==> src/rtl/apb_ap_mst_if.sv <==
// APB bus bundle between the access-port master and its slave.
//   master modport: drives psel/penable/paddr/pwrite/pwdata/pstrb/pprot,
//                   samples prdata/pready/pslverr.
//   slave modport : the mirror image.
interface apb_ap_mst_if;
  logic        m_psel;
  logic        m_penable;
  logic [31:0] m_paddr;
  logic        m_pwrite;
  logic [31:0] m_pwdata;
  logic [3:0]  m_pstrb;
  logic [2:0]  m_pprot;
  logic [31:0] m_prdata;
  logic        m_pready;
  logic        m_pslverr;

  modport master (
    output m_psel, m_penable, m_paddr, m_pwrite, m_pwdata, m_pstrb, m_pprot,
    input  m_prdata, m_pready, m_pslverr
  );

  modport slave (
    input  m_psel, m_penable, m_paddr, m_pwrite, m_pwdata, m_pstrb, m_pprot,
    output m_prdata, m_pready, m_pslverr
  );
endinterface

==> src/rtl/apb_ap_mst.sv <==
// APB burst master for the debug access port.
// Accepts a burst request (start address, direction, beat count), runs one
// APB transfer per beat at incrementing word addresses and pushes one result
// entry per beat toward the clock-crossing read-data/response FIFOs.
// Denied requests (deviceen low) are answered with error entries only.
//
// Ports:
//   clk, rst                 sole clock, synchronous active-high reset
//   req_*                    burst request handshake and attributes
//   deviceen, spiden         access / secure-access enables, sampled at accept
//   busy                     high whenever the FSM is not idle
//   m_apb (master modport)   APB master bus
//   buf_push/wdata/wresp     one-cycle push per beat
//
// Optional build macro: DAP_APB_TMO_EN -- aborts a beat after TMO_CYC
// pready-low ACCESS cycles and flushes the rest of the burst with code 2'b01.
//
// state  | meaning
// IDLE   | ready for a request
// SETUP  | APB setup phase (psel=1, penable=0)
// ACCESS | APB access phase, waiting for pready
// FLUSH  | no bus activity, one error push per remaining beat
module apb_ap_mst #(
  parameter int CNT_W   = 6,
  parameter int TMO_CYC = 255
) (
  input  logic             clk,
  input  logic             rst,
  input  logic             req_valid,
  output logic             req_ready,
  input  logic [31:0]      req_addr,
  input  logic             req_write,
  input  logic [31:0]      req_wdata,
  input  logic [CNT_W-1:0] req_cnt,
  input  logic [2:0]       req_prot,
  input  logic             deviceen,
  input  logic             spiden,
  output logic             busy,
  apb_ap_mst_if.master     m_apb,
  output logic             buf_push,
  output logic [31:0]      buf_wdata,
  output logic [1:0]       buf_wresp
);

  localparam logic [1:0] S_IDLE   = 2'd0;
  localparam logic [1:0] S_SETUP  = 2'd1;
  localparam logic [1:0] S_ACCESS = 2'd2;
  localparam logic [1:0] S_FLUSH  = 2'd3;

  logic [1:0]       state_q;
  logic [31:0]      addr_q;
  logic             write_q;
  logic [31:0]      wdata_q;
  logic [2:0]       prot_q;
  logic [CNT_W-1:0] rem_q;
  logic [1:0]       code_q;

`ifdef DAP_APB_TMO_EN
  localparam int TMO_W = (TMO_CYC > 1) ? $clog2(TMO_CYC) : 1;
  logic [TMO_W-1:0] tmo_q;
`else
  logic unused_tmo;
  assign unused_tmo = (TMO_CYC != 0);
`endif

  // Byte-lane bits of the start address are discarded: transfers are word-aligned.
  logic unused_addr_lsb;
  assign unused_addr_lsb = ^req_addr[1:0];

  assign req_ready = (state_q == S_IDLE);
  assign busy      = (state_q != S_IDLE);

  // All APB outputs come straight from registers that only move outside
  // ACCESS, so they are stable for the whole wait phase.
  assign m_apb.m_psel    = (state_q == S_SETUP) || (state_q == S_ACCESS);
  assign m_apb.m_penable = (state_q == S_ACCESS);
  assign m_apb.m_paddr   = addr_q;
  assign m_apb.m_pwrite  = write_q;
  assign m_apb.m_pwdata  = wdata_q;
  assign m_apb.m_pstrb   = {4{write_q}};
  assign m_apb.m_pprot   = prot_q;

  always_ff @(posedge clk) begin
    if (rst) begin
      state_q   <= S_IDLE;
      addr_q    <= '0;
      write_q   <= 1'b0;
      wdata_q   <= '0;
      prot_q    <= '0;
      rem_q     <= '0;
      code_q    <= '0;
      buf_push  <= 1'b0;
      buf_wdata <= '0;
      buf_wresp <= '0;
`ifdef DAP_APB_TMO_EN
      tmo_q     <= '0;
`endif
    end else begin
      // Push outputs default to zero so data/resp are clean between pushes.
      buf_push  <= 1'b0;
      buf_wdata <= '0;
      buf_wresp <= '0;
      case (state_q)
        S_IDLE: begin
          if (req_valid) begin
            addr_q  <= {req_addr[31:2], 2'b00};
            write_q <= req_write;
            wdata_q <= req_wdata;
            // Without secure enable the access is forced non-secure.
            prot_q  <= {req_prot[2], req_prot[1] | ~spiden, req_prot[0]};
            rem_q   <= req_cnt;
            if (deviceen) begin
              state_q <= S_SETUP;
            end else begin
              state_q <= S_FLUSH;
              code_q  <= 2'b11;
            end
          end
        end
        S_SETUP: begin
          state_q <= S_ACCESS;
`ifdef DAP_APB_TMO_EN
          tmo_q   <= TMO_W'(TMO_CYC - 1);
`endif
        end
        S_ACCESS: begin
          if (m_apb.m_pready) begin
            buf_push  <= 1'b1;
            buf_wdata <= write_q ? 32'h0 : m_apb.m_prdata;
            buf_wresp <= m_apb.m_pslverr ? 2'b10 : 2'b00;
            addr_q    <= addr_q + 32'd4;
            if (rem_q == '0) begin
              state_q <= S_IDLE;
            end else begin
              rem_q   <= rem_q - 1'b1;
              state_q <= S_SETUP;
            end
          end
`ifdef DAP_APB_TMO_EN
          // rem_q is not decremented here, so the flush covers this beat too.
          else if (tmo_q == '0) begin
            state_q <= S_FLUSH;
            code_q  <= 2'b01;
          end else begin
            tmo_q <= tmo_q - 1'b1;
          end
`endif
        end
        S_FLUSH: begin
          buf_push  <= 1'b1;
          buf_wresp <= code_q;
          if (rem_q == '0) begin
            state_q <= S_IDLE;
          end else begin
            rem_q <= rem_q - 1'b1;
          end
        end
        default: state_q <= S_IDLE;
      endcase
    end
  end

endmodule

==> src/flat_wrapper.sv <==
// flat-port wrapper written by rule: the top's interface ports become plain ports
module apb_ap_mst_flat 
#(
  parameter int CNT_W   = 6,
  parameter int TMO_CYC = 255
)
  (clk, rst, req_valid, req_ready, req_addr, req_write, req_wdata, req_cnt, req_prot, deviceen, spiden, busy, buf_push, buf_wdata, buf_wresp, m_apb_m_psel, m_apb_m_penable, m_apb_m_paddr, m_apb_m_pwrite, m_apb_m_pwdata, m_apb_m_pstrb, m_apb_m_pprot, m_apb_m_prdata, m_apb_m_pready, m_apb_m_pslverr);
  apb_ap_mst_if m_apb_i ();
  input  logic clk;
  input  logic rst;
  input  logic req_valid;
  output logic req_ready;
  input  logic [31:0] req_addr;
  input  logic req_write;
  input  logic [31:0] req_wdata;
  input  logic [CNT_W-1:0] req_cnt;
  input  logic [2:0] req_prot;
  input  logic deviceen;
  input  logic spiden;
  output logic busy;
  output logic buf_push;
  output logic [31:0] buf_wdata;
  output logic [1:0] buf_wresp;
  output wire logic [$bits(m_apb_i.m_psel)-1:0] m_apb_m_psel;
  output wire logic [$bits(m_apb_i.m_penable)-1:0] m_apb_m_penable;
  output wire logic [$bits(m_apb_i.m_paddr)-1:0] m_apb_m_paddr;
  output wire logic [$bits(m_apb_i.m_pwrite)-1:0] m_apb_m_pwrite;
  output wire logic [$bits(m_apb_i.m_pwdata)-1:0] m_apb_m_pwdata;
  output wire logic [$bits(m_apb_i.m_pstrb)-1:0] m_apb_m_pstrb;
  output wire logic [$bits(m_apb_i.m_pprot)-1:0] m_apb_m_pprot;
  input wire logic [$bits(m_apb_i.m_prdata)-1:0] m_apb_m_prdata;
  input wire logic [$bits(m_apb_i.m_pready)-1:0] m_apb_m_pready;
  input wire logic [$bits(m_apb_i.m_pslverr)-1:0] m_apb_m_pslverr;
  assign m_apb_m_psel = m_apb_i.m_psel;
  assign m_apb_m_penable = m_apb_i.m_penable;
  assign m_apb_m_paddr = m_apb_i.m_paddr;
  assign m_apb_m_pwrite = m_apb_i.m_pwrite;
  assign m_apb_m_pwdata = m_apb_i.m_pwdata;
  assign m_apb_m_pstrb = m_apb_i.m_pstrb;
  assign m_apb_m_pprot = m_apb_i.m_pprot;
  assign m_apb_i.m_prdata = m_apb_m_prdata;
  assign m_apb_i.m_pready = m_apb_m_pready;
  assign m_apb_i.m_pslverr = m_apb_m_pslverr;
  apb_ap_mst #(.CNT_W(CNT_W), .TMO_CYC(TMO_CYC)) u_core (.clk(clk), .rst(rst), .req_valid(req_valid), .req_ready(req_ready), .req_addr(req_addr), .req_write(req_write), .req_wdata(req_wdata), .req_cnt(req_cnt), .req_prot(req_prot), .deviceen(deviceen), .spiden(spiden), .busy(busy), .m_apb(m_apb_i), .buf_push(buf_push), .buf_wdata(buf_wdata), .buf_wresp(buf_wresp));
endmodule
==> config.mk <==
export PLATFORM = sky130hd
export DESIGN_NAME = apb_ap_mst_flat
export DESIGN_NICKNAME = d
export VERILOG_FILES = /design/src/rtl/apb_ap_mst_if.sv /design/src/rtl/apb_ap_mst.sv /design/src/flat_wrapper.sv
export SDC_FILE = /design/constraint.sdc
export NUM_CORES = 1
export LEC_CHECK = 0
export ABC_CLOCK_PERIOD_IN_PS = 1900
export CORE_MARGIN = 2
export CORE_UTILIZATION = 25
export CTS_CLUSTER_SIZE = 16
export DETAILED_ROUTE_END_ITERATION = 10
export PLACE_DENSITY = 0.57
export SYNTH_ARGS = -nofsm -noshare
export SYNTH_HDL_FRONTEND = slang
export SYNTH_SLANG_ARGS = --single-unit
==> constraint.sdc <==
create_clock -name clk -period 1.9 [get_ports clk]
set_input_delay 0.38 -clock clk [delete_from_list [all_inputs] [get_ports clk]]
set_output_delay 0.38 -clock clk [all_outputs]
set_load 0.005 [all_outputs]
* Word level (Yosys, flattened, before mapping)
Index checks and enable logic that the tools add are counted.
W data, S select, Z words.
** Operators by class
- Add/sub/neg operators :: 2
- Equality and inequality tests :: 6
- Muxes and demuxes :: 18
- Bitwise logic cells :: 5
- Reductions and logical operators :: 12
** Operators with widths (number)
- $mux W32 :: 2
- $pmux W32 S2 :: 1
- $add A32 B3 Y32 const B :: 1
- $mux W6 :: 3
- $pmux W6 S3 :: 1
- $mux W2 :: 6
- $reduce_and A3 Y1 :: 4
- $pmux W2 S4 :: 1
- $logic_not A6 Y1 :: 1
- $sub A6 B1 Y6 const B :: 1
- $eq A2 B2 Y1 const B :: 2
- $ne A2 B1 Y1 const B :: 2
- $not A1 Y1 :: 4
- $pmux W2 S2 :: 1
- $reduce_bool A2 Y1 :: 2
- $reduce_or A4 Y1 :: 1
- $reduce_bool A3 Y1 :: 1
- $eq A2 B1 Y1 const B :: 1
- $logic_not A2 Y1 :: 1
- $mux W1 :: 2
- $ne A2 B2 Y1 const B :: 1
- $pmux W1 S2 :: 1
- $reduce_and A2 Y1 :: 1
- $logic_or A1 B1 Y1 :: 1
- $or A1 B1 Y1 :: 1
** Word-level totals
- Bits in registers :: 112
- Input port bits :: 113
- Output and inout port bits :: 111
- Word-level logic and storage cells :: 53

* Depth between registers and ports, before layout
- Depth in word-level cells :: 4
- Gate-level depth with buffers :: 10
- Gate-level depth less buffers :: 7

* Worst setup path after synthesis
Ideal clock, no wire load.
- Path type :: register to register
- Start :: register u_core.state_q[0]
- End :: register u_core.addr_q[25] (netlist: u_core.m_apb.m_paddr[25])
- Library setup time :: 0.070 ns
- Data arrival time :: 1.922 ns
- Data required time :: 1.830 ns
- Slack :: -0.093 ns
- Stages on the path, launching flop included :: 9
- Buffers on the path :: 1
- Period minus slack after synthesis :: 1.993 ns
- Cell sequence :: dfxtp_1 -> inv_1 -> ha_1 -> buf_6 -> nor2b_4 -> or3_4 -> or3_1 -> mux2_2 -> a21oi_1
** Between the ends
- Longest elaborated chain between the ends :: 3
- Elaborated cells between the ends (all ways) :: 7
- Those cells by class :: 3 x eq/ne; 1 x mux; 3 x reduce/logical
** Ends and longest elaborated chain
- start, declared :: RTL line apb_ap_mst.sv:50 : logic [1:0] state_q;
- start signal, assigned :: RTL line apb_ap_mst.sv:85 : state_q <= S_IDLE;
- start signal, assigned :: RTL line apb_ap_mst.sv:113 : state_q <= S_SETUP;
- start signal, assigned :: RTL line apb_ap_mst.sv:115 : state_q <= S_FLUSH;
- $eq A2 B2 Y1 *
- via m_apb_m_penable :: RTL line flat_wrapper.sv:25 : output wire logic [$bits(m_apb_i.m_penable)-1:0] m_apb_m_penable;
- $ne A2 B1 Y1 (no source line) or $reduce_bool A2 Y1 (tied branches)
- $reduce_and A3 Y1 (no source line)
- end signal, assigned :: RTL line apb_ap_mst.sv:106 : addr_q <= {req_addr[31:2], 2'b00};
- end signal, assigned :: RTL line apb_ap_mst.sv:131 : addr_q <= addr_q + 32'd4;
- end, declared :: RTL line apb_ap_mst.sv:51 : logic [31:0] addr_q;
The timed path passes the listed nets; every way through them passes the cells marked *.
A chain may end at the register's enable or synchronous reset.

* Worst setup path after layout
- Start :: register u_core.state_q[1]
- End :: register u_core.addr_q[22] (netlist: u_core.m_apb.m_paddr[22])
** Between the ends
- Longest elaborated chain between the ends :: 3
- Elaborated cells between the ends (all ways) :: 7
- Those cells by class :: 3 x eq/ne; 1 x mux; 3 x reduce/logical
** Ends and longest elaborated chain
- $eq A2 B2 Y1 or $logic_not A2 Y1 (tied branches) :: RTL line apb_ap_mst.sv:103 : case (state_q)
- $ne A2 B1 Y1 (no source line) (tied with other cells)
- $reduce_and A3 Y1 (no source line)
Several ways; a longest one is shown, not always the timed one.

==> metrics.txt <==
Setup violations, final 0; Die H 143.1 um; register bit total from synthesis 110; ant diodes 0; cts bufs inserted 9; most common cell after layout, fill and taps aside clkdlybuf4s50_1; first-pass GRT wire length 26500 um; Vias 5178; pin count of the biggest net entering global routing 58; TritonRoute pass-1 iters 4; Setup WS pre-CTS -0.2841 ns; Hold Path End u_core.state_q[0]$_SDFFE_PP0P_; top_reg_cell synth dfxtp_1; share of cells above drive strength 1 13.03%; Worst Hold Depth 2; CTS Buffer Depth 2; total core area 18830 um2; Synth Instances 592; Worst Hold Class in2reg; Hold Violations, Final 0; Detail Route Antenna Nets 0; maximum VDD drop 614.8 uV; ys async rst share 0%; Initial Util 25.67%; GRT Resource Usage Total 16.51%; period utilization 99.13%; Post-CTS Hold Fix Bufs 0; total power 10.49 mW; clock latency on the worst-skew pair 0.36 ns; DRC 0; Clk pwr share 19.3%; H-tree depth 3; final setup TNS 0 ns; Int Pwr 6.674 mW; vias in the first global route 4874; num rows 50; hold_sp rst; worst reg-to-reg setup slack 0.02 ns; Worst Setup Start Kind flip-flop; DR WL/cell 15.43 um; critical path required time 2.18 ns; initial antenna violation count 0; Synth area leader dfxtp_1; Critical R2R Capture u_core.m_apb.m_paddr[22]$_SDFFE_PP0P_; full die area 20470 um2; pwr dens 1283 nW/um2; Post-synth EDFFs 0; HPWL after DPL 12670 um; Crit path arrival time 2.16 ns; port bufs 219; CTS root buffer clkbuf_16; Routed WL 17160 um; Crit Path Category reg2reg; Final min period 1.884 ns; RSZ-0062 raised after global routing yes; final setup skew 0.01554 ns; Synth top area share 45.55%; Worst Path Max Fanout 5; final slew viol count 0; Lkg Pwr 3.055 nW; most frequent cells in the layout clkdlybuf4s50_1, nand2_1, dfxtp_1, a21oi_1, buf_4; I/O pins 224; distinct cell type count after synthesis 58; Seq/Total Area, Yosys 45.55%; FF-to-FF path depth 8; CTS Sinks 110; Synth area leaders dfxtp_1, nand2_1, a21oi_1; CTS tree built; Layout area overhead 69.13%; Iter 0 DRT Violations 248; register share of total power 31.4%; Post-Syn Area per Cell 8.167 um2; Max Fclk 0.5309 GHz; Ys Warns 0; Worst Setup End Kind flip-flop; Via density 4.656; RePlAce Congestion 0.8042; Max Cap Viol 0; Final WS setup 0.01644 ns; Clock transition at path regs 0.08 ns; Die Span X 143.1 um; switch share 36.38%; total grt overflow 0; fin nets 967; reg2reg start u_core.state_q[1]$_SDFFE_PP0P_; Mapped Area 4835 um2; logic gate share of total power 49.3%; Switching Power 3.817 mW; status finished, final reports clean
-- power groups by stage --
stage	Sequential [mW]	Clock [mW]	Combinational (mW)
floorplan	3.35	0	2.19
global placement	3.32	0	4.92
detailed placement	3.32	0	4.95
CTS	3.28	2.10	5.06
global route	3.37	2.18	5.70
finish	3.29	2.03	5.17
-- area by class of cell --
cell class	count	area (um2)
Fill cell	1833	10650
Timing Repair Buffer	284	2799
Multi-Input combinational cell	436	2497
Sequential cell	110	2211
Tap cell	260	325.3
Clock buffer	9	225.2
Clock inverter	7	88.84
Inverter	6	30.03
-- worst max-delay path: stages, from the launching register on --
cell and delay, ns:
dfxtp_4 0.39, inv_4 0.04, ha_4 0.17, buf_6 0.12
inv_4 0.06, o22ai_4 0.07, or3_4 0.40, or3_4 0.33
a211oi_2 0.22
-- kinds of logic (layout without fill, tap and decap cells) --
kind of cell	after synthesis	after routing	share of synthesized area [%]
adders and majority gates	7	7	1.812
DFF	110	110	45.55
AOI/OAI and AO/OA	145	145	18.06
and+or+nand+nor	272	272	27.80
buffers and inverters	47	306	4.606
other	1	2	0.07757
muxes	10	10	2.096
-- Yosys cell counts (all sizes together), types with 3 or more instances --
library cell / instances
buf: 14
ha: 7
and3: 10
dfxtp: 110
o22ai: 7
nand4: 10
clkbuf: 27
or3: 8
nor2: 41
nor4: 7
o21ai: 26
nand2: 108
a21o: 3
nand2b: 4
nor3b: 5
and2: 35
and4: 5
nand3: 13
nor3: 12
nor2b: 9
mux2i: 9
a21oi: 69
a211oi: 12
a22oi: 4
o211ai: 3
inv: 6
-- per-layer routing --
metal | global-route usage, % | share of wire (%) | vias to the layer above
met4 | 5.576 | 1.6 | 0
met1 | 21.22 | 43 | 2394
li1 | - | - | 2579
met2 | 26.42 | 47 | 187
met3 | 4.863 | 8.2 | 18
met5 | 0 | 0 | -
-- metrics by stage --
stage / cell area, um2 / instances / hold WS, ns / util (%)
finish: 8177 / 1112 / 0.3132 / 43.42
global route: 8177 / 1112 / 0.3381 / 43.42
CTS: 8093 / 1108 / 0.2992 / 42.98
detailed placement: 7734 / 1092 / 0.4457 / 41.07
global placement: 7734 / 1092 / 0.4413 / 41.07
floorplan: 4858 / 593 / 0.4212 / -
-- state kept, by name, summed over array words and instances (netlist names) --
name                   cells
u_core.rem_q               6
u_core.buf_wresp           2
u_core.code_q              1
u_core.m_apb.m_paddr      30
u_core.m_apb.m_pwdata     32
u_core.buf_wdata          32
u_core.buf_push            1
u_core.m_apb.m_pwrite      1
u_core.state_q             2
u_core.m_apb.m_pprot       3
-- worst max-delay path by stage --
stage	from	endpoint	depth (start not counted)
global route	u_core.state_q[1]$_SDFFE_PP0P_	u_core.m_apb.m_paddr[22]$_SDFFE_PP0P_	8
CTS	u_core.state_q[1]$_SDFFE_PP0P_	u_core.m_apb.m_paddr[25]$_SDFFE_PP0P_	7
floorplan	u_core.state_q[1]$_SDFFE_PP0P_	u_core.m_apb.m_paddr[25]$_SDFFE_PP0P_	7
detailed placement	m_apb_m_pready	u_core.m_apb.m_paddr[24]$_SDFFE_PP0P_	7
finish	u_core.state_q[1]$_SDFFE_PP0P_	u_core.m_apb.m_paddr[22]$_SDFFE_PP0P_	8
global placement	m_apb_m_pready	u_core.m_apb.m_paddr[30]$_SDFFE_PP0P_	7
-- timing repair --
item | 4_1_cts | 5_1_grt
gates resized for setup | 19 | 18
pin swaps | 4 | 7
buffers inserted | 1 | 4
endpoints found under the setup margin | 14 | 19
Note: power is estimated with default switching activity, not from simulation.
